File: src/rtl/nrzi_decoder_if.sv
// Parallel-side bundle of the NRZI decoder. The consumer/driver holds the master
// modport and the decoder holds the slave modport.
interface nrzi_decoder_if #(
  parameter int WIDTH = 8
);
  logic             En;
  logic             Load;
  logic             Din;
  logic [WIDTH-1:0] Dout;
  logic             Valid;
  logic             StuffErr;
  logic             Level;

  modport master (
    output En, Load, Din,
    input  Dout, Valid, StuffErr, Level
  );

  modport slave (
    input  En, Load, Din,
    output Dout, Valid, StuffErr, Level
  );
endinterface

File: src/rtl/nrzi_decoder.sv
// NRZI receiver for a toggle-encoded line: decodes line transitions into bits,
// removes stuffed zeros and assembles LSB-first words.
module nrzi_decoder #(
  parameter int WIDTH     = 8,
  parameter int STUFF_LEN = 6
) (
  input logic            Clk,
  input logic            Res,
  nrzi_decoder_if.slave  bus
);

  localparam int BW = $clog2(WIDTH);
  localparam int OW = (STUFF_LEN > 1) ? $clog2(STUFF_LEN + 1) : 1;
  localparam logic [BW-1:0] LAST_BIT  = BW'(WIDTH - 1);
  localparam logic [OW-1:0] STUFF_CNT = OW'(STUFF_LEN);

  typedef enum logic {
    ST_DATA  = 1'b0,
    ST_STUFF = 1'b1
  } state_e;

  state_e           state_q, state_d;
  logic             level_q, level_d;
  logic [WIDTH-2:0] sr_q, sr_d;
  logic [BW-1:0]    bitcnt_q, bitcnt_d;
  logic [OW-1:0]    ones_q, ones_d;
  logic [WIDTH-1:0] dout_q, dout_d;
  logic             valid_q, valid_d;
  logic             stufferr_q, stufferr_d;

  logic             bit_s;
  logic [WIDTH-1:0] shifted_s;
  logic [OW-1:0]    ones_inc_s;

  assign bit_s      = bus.Din ^ level_q;
  assign shifted_s  = {bit_s, sr_q};
  assign ones_inc_s = bit_s ? (ones_q + OW'(1)) : {OW{1'b0}};

  // Next-state decode: Load resynchronises, En decodes one bit, otherwise hold.
  always_comb begin
    state_d    = state_q;
    level_d    = level_q;
    sr_d       = sr_q;
    bitcnt_d   = bitcnt_q;
    ones_d     = ones_q;
    dout_d     = dout_q;
    valid_d    = 1'b0;
    stufferr_d = 1'b0;
    if (bus.Load) begin
      level_d  = bus.Din;
      sr_d     = {(WIDTH-1){1'b0}};
      bitcnt_d = {BW{1'b0}};
      ones_d   = {OW{1'b0}};
      state_d  = ST_DATA;
    end else if (bus.En) begin
      level_d = bus.Din;
      case (state_q)
        ST_DATA: begin
          sr_d   = shifted_s[WIDTH-1:1];
          ones_d = ones_inc_s;
          if (bitcnt_q == LAST_BIT) begin
            dout_d   = shifted_s;
            valid_d  = 1'b1;
            bitcnt_d = {BW{1'b0}};
          end else begin
            bitcnt_d = bitcnt_q + BW'(1);
          end
          // The ones run spans word boundaries, so this is checked independently of word completion.
          if ((STUFF_LEN > 0) && (ones_inc_s == STUFF_CNT)) begin
            state_d = ST_STUFF;
          end else begin
            state_d = ST_DATA;
          end
        end
        ST_STUFF: begin
          ones_d  = {OW{1'b0}};
          state_d = ST_DATA;
          if (bit_s) begin
            stufferr_d = 1'b1;
            sr_d       = {(WIDTH-1){1'b0}};
            bitcnt_d   = {BW{1'b0}};
          end else begin
            stufferr_d = 1'b0;
          end
        end
        default: begin
          state_d = ST_DATA;
        end
      endcase
    end else begin
      state_d = state_q;
    end
  end

  // State and output registers with synchronous active-low reset.
  always_ff @(posedge Clk) begin
    if (!Res) begin
      state_q    <= ST_DATA;
      level_q    <= 1'b0;
      sr_q       <= {(WIDTH-1){1'b0}};
      bitcnt_q   <= {BW{1'b0}};
      ones_q     <= {OW{1'b0}};
      dout_q     <= {WIDTH{1'b0}};
      valid_q    <= 1'b0;
      stufferr_q <= 1'b0;
    end else begin
      state_q    <= state_d;
      level_q    <= level_d;
      sr_q       <= sr_d;
      bitcnt_q   <= bitcnt_d;
      ones_q     <= ones_d;
      dout_q     <= dout_d;
      valid_q    <= valid_d;
      stufferr_q <= stufferr_d;
    end
  end

  assign bus.Dout     = dout_q;
  assign bus.Valid    = valid_q;
  assign bus.StuffErr = stufferr_q;
  assign bus.Level    = level_q;

endmodule

File: src/flat_wrapper.sv
// flat-port wrapper written by rule: the top's interface ports become plain ports
module nrzi_decoder_flat 
#(
  parameter int WIDTH     = 8,
  parameter int STUFF_LEN = 6
)
  (Clk, Res, bus_En, bus_Load, bus_Din, bus_Dout, bus_Valid, bus_StuffErr, bus_Level);
  nrzi_decoder_if #(.WIDTH(WIDTH)) bus_i ();
  input logic Clk;
  input logic Res;
  input wire logic [$bits(bus_i.En)-1:0] bus_En;
  input wire logic [$bits(bus_i.Load)-1:0] bus_Load;
  input wire logic [$bits(bus_i.Din)-1:0] bus_Din;
  output wire logic [$bits(bus_i.Dout)-1:0] bus_Dout;
  output wire logic [$bits(bus_i.Valid)-1:0] bus_Valid;
  output wire logic [$bits(bus_i.StuffErr)-1:0] bus_StuffErr;
  output wire logic [$bits(bus_i.Level)-1:0] bus_Level;
  assign bus_i.En = bus_En;
  assign bus_i.Load = bus_Load;
  assign bus_i.Din = bus_Din;
  assign bus_Dout = bus_i.Dout;
  assign bus_Valid = bus_i.Valid;
  assign bus_StuffErr = bus_i.StuffErr;
  assign bus_Level = bus_i.Level;
  nrzi_decoder #(.WIDTH(WIDTH), .STUFF_LEN(STUFF_LEN)) u_core (.Clk(Clk), .Res(Res), .bus(bus_i));
endmodule
File: config.mk
export PLATFORM = sky130hd
export DESIGN_NAME = nrzi_decoder_flat
export DESIGN_NICKNAME = d
export VERILOG_FILES = /design/src/rtl/nrzi_decoder_if.sv /design/src/rtl/nrzi_decoder.sv /design/src/flat_wrapper.sv
export SDC_FILE = /design/constraint.sdc
export NUM_CORES = 1
export LEC_CHECK = 0
export BUFFER_PORTS_ARGS = -buffer_cell sky130_fd_sc_hd__buf_2
export CORE_ASPECT_RATIO = 1.25
export CORE_MARGIN = 2
export CORE_UTILIZATION = 54
export CTS_CLUSTER_DIAMETER = 150
export DETAILED_ROUTE_END_ITERATION = 10
export PLACE_DENSITY_LB_ADDON = 0.08
export SKIP_LAST_GASP = 1
export SLEW_MARGIN = 20
export SYNTH_ARGS = -nofsm -noshare
export SYNTH_HDL_FRONTEND = slang
export SYNTH_SLANG_ARGS = --single-unit
File: constraint.sdc
create_clock -name Clk -period 1.6 [get_ports Clk]
set_input_delay 0.32 -clock Clk [delete_from_list [all_inputs] [get_ports Clk]]
set_output_delay 0.32 -clock Clk [all_outputs]
set_load 0.05 [all_outputs]
==> flow_summary_export.csv <==
group,metric,value,unit
sta,finalSetupViolCount,0,
worst_setup_path,worstSetupPathType,"flop to flop",
hold_path,hp-start,"bus_Din",
pwr,leakage,0.4593,nW
synth,synth.avg_cell_area,9.284,sq um
clocking,h-tree-depth,1,
status,status,"finished, final reports clean",
pwr,pwr-share-comb,8.4,%
pwr,p_int,753.6,uW
global_route,antenna_found_initial,0,
flow_run,maxCapViolCount,0,
floorplanning,start_util,56.39,%
synth,yosysMostFrequentCell,"dfxtp_1",
hold_path,min_path_type,"primary input to flop",
hold_path,hold_depth,3,
pwr,powerDensity,827.5,nW/um^2
sta,tightestPinTransition,370.7,ps
clocking,numClockSinks,25,
synth,synth_seq_area_share,45.30,%
pwr,seq_power_share,63.1,%
worst_setup_path,critPathSlowestCell,"dfxtp_1",
sta,rsz0062_at_grt,"no",
synth,synth_nets,127,
synth,synthDistinctLibCells,34,
synth,synthFlopType,"dfxtp_1",
clocking,clkLatencyLatePin,310,ps
global_route,grt_usage,20.32,%
drt,final_antenna_net_count,0,
clocking,cts_root_buffer,"clkbuf_4",
clocking,cts_tree,"yes",
worst_setup_path,crit_path_end_kind,"flop",
pwr,switching_power,251.7,uW
synth,synth_top_area_share,45.30,%
cells_and_area,nFillCells,175,
drt,dr.pass1.iters,4,
synth,synthTopCellsByCount,"25 x dfxtp_1, 19 x nand2_1, 10 x nand3_1",
sta,fin_crit_sh,91.36,%
drt,wl_per_cell,13.33,um
worst_setup_path,cp-start-kind,"flop",
synth,syn_inst,119,
worst_setup_path,cpMostUsedCell,"ha_1",
drt,vias,892,
global_route,grt_pass1_wl,3.594,mm
cells_and_area,syn_to_final_growth,9.966,%
worst_setup_path,worstReg2RegStart,"u_core.bitcnt_q[1]",
cells_and_area,antenna_cells,0,
cells_and_area,multiInputGateArea,539.3,sq um
placement,placed_area,1181,sq um
synth,yosysWarnings,0,
floorplanning,die_y,54.57,um
global_route,grt_pass1_vias,818,
drt,drc,0,
synth,ys_seq_elements,25,
clocking,cts_buffer_depth,2,
placement,dp_hpwl,1.420,mm
clocking,cts_hold_buf,0,
floorplanning,pin_count,16,
sta,final_max_slew_viol_count,0,
floorplanning,die_area,2426,sq um
sta,hold_violations,0,
synth,synthTopCellsByArea,"dfxtp_1 45%, nand2_1 6.5%, mux2i_1 6.3%",
pwr,clock_power_share,28.5,%
drt,wirelength,2.053,mm
synth,synth_edf_count,0,
sta,min_period,1462,ps
floorplanning,row_count,18,
clocking,clk_pin_slew_worst_paths,140,ps
synth,syn_area,1105,sq um
cells_and_area,seqCellArea,500.5,sq um
drt,via_per_inst,5.792,
drt,drt_iter0_drc,13,
global_route,grt_remaining_overflow,0,
synth,synth_top_area_cell,"dfxtp_1",
placement,io_buffers,15,
sta,clock_skew,1.857,ps
worst_setup_path,setup.worst_path.start,"u_core.bitcnt_q[1]",
floorplanning,dieWidth,44.46,um
pwr,sw_frac_of_total,25.03,%
pwr,ir_drop,0.0005903,V
sta,slew_headroom,75.29,%
floorplanning,fp.coreArea,1959,sq um
worst_setup_path,critPathArrivalTime,1690,ps
cells_and_area,final_nets,143,
synth,async_reset_ff_share,0,%
placement,globalplace.congestion,0.8091,
clocking,cts_made_buffers,3,
worst_setup_path,cp_max_fo,10,
worst_setup_path,max_stage_delay,380,ps
global_route,grt_max_degree,16,
worst_setup_path,rr_worst_depth,5,
sta,fmax,684.1,MHz
worst_setup_path,crit_chain,"ha_1, ha_1, and4bb_4, mux2i_1, nor2b_1",
cells_and_area,drive_gt1_share,20.15,%
sta,whs,294.8,ps
cells_and_area,fin_area,1215,sq um
worst_setup_path,worstPathRequired,1830,ps
==> metal layers <==
metal	vias up	GRT usage (%)	routed length (um)	share of wire, %
li1	452	-	-	-
met5	-	0	0	0
met2	15	32.84	1041	51
met1	423	26.02	936	46
met3	2	2.970	57	2.8
met4	0	11.11	19	0.93
==> layout by cell type, fill, tap and decap left out, types with 2 or more instances in the layout <==
cell / n
dfxtp_1: 25
nand2_1: 19
buf_2: 15
nand3_1: 10
a31oi_1: 9
nor2b_1: 8
mux2i_1: 7
buf_4: 4
nor2_1: 3
inv_1: 3
ha_1: 3
clkbuf_4: 3
xor2_1: 2
nor3b_1: 2
o21ai_0: 2
==> stage by stage <==
step	TNS [ps]	utilization (%)	setup WS (ps)	power, mW	instances
final	0	62.01	138.3	1.005	154
after global placement	0	60.28	44.95	0.7302	150
after global routing	0	62.01	13.53	1.055	154
after floorplan	0	-	249.0	0.7105	119
after CTS	0	61.81	45.48	1.016	154
after detailed placement	-230.3	60.28	-53.32	0.7318	150
==> area by class of cell <==
cell class                 count  area share [%]
sequential                    25           41.19
clock inverter                 1          0.6179
clock buffer                   3           1.854
timing repair buffer          19           8.651
inverter                       4           1.236
multi-input combinational     82           44.39
tap                           20           2.060
==> state kept, by name, indices dropped and copies added, names as in the netlist <==
signal and cells:
u_core.bus.Level 1, u_core.bitcnt_q 3, u_core.ones_q 3, u_core.bus.StuffErr 1, u_core.bus.Dout 8, u_core.sr_q 7, u_core.state_q 1, u_core.bus.Valid 1
==> critical path, delay by kind of cell, from the launching register on <==
family	cells	cell delay (ps)
adders and majority gates	2	340
DFF	1	380
muxes	1	230
and+or+nand+nor	2	430
==> cell families after synthesis <==
group | synth area share, %
compound gates | 12.00
simple gates | 23.67
flops | 45.30
buf+inv | 6.228
fa+ha+maj | 3.398
mux | 6.342
xor+xnor | 3.058
==> worst paths after layout <==
kind                         to  slack [ps]
max          u_core.bus.Dout[5]         140
min reg2reg  u_core.bitcnt_q[0]         500
max reg2reg  u_core.bus.Dout[5]         140
min            u_core.bus.Level         290
==> power groups by stage <==
stage	Combinational (mW)	Sequential, mW	Clock, mW
global placement	0.0826	0.648	0
global route	0.0921	0.636	0.327
floorplan	0.0580	0.653	0
finish	0.0841	0.634	0.287
CTS	0.0844	0.634	0.297
detailed placement	0.0838	0.648	0
==> timing repair <==
item                       CTS  global route
setup endpoints to repair    7             6
setup buffers                0             0
resized for setup            1             1
No activity file was read; power rests on OpenSTA's default activity.
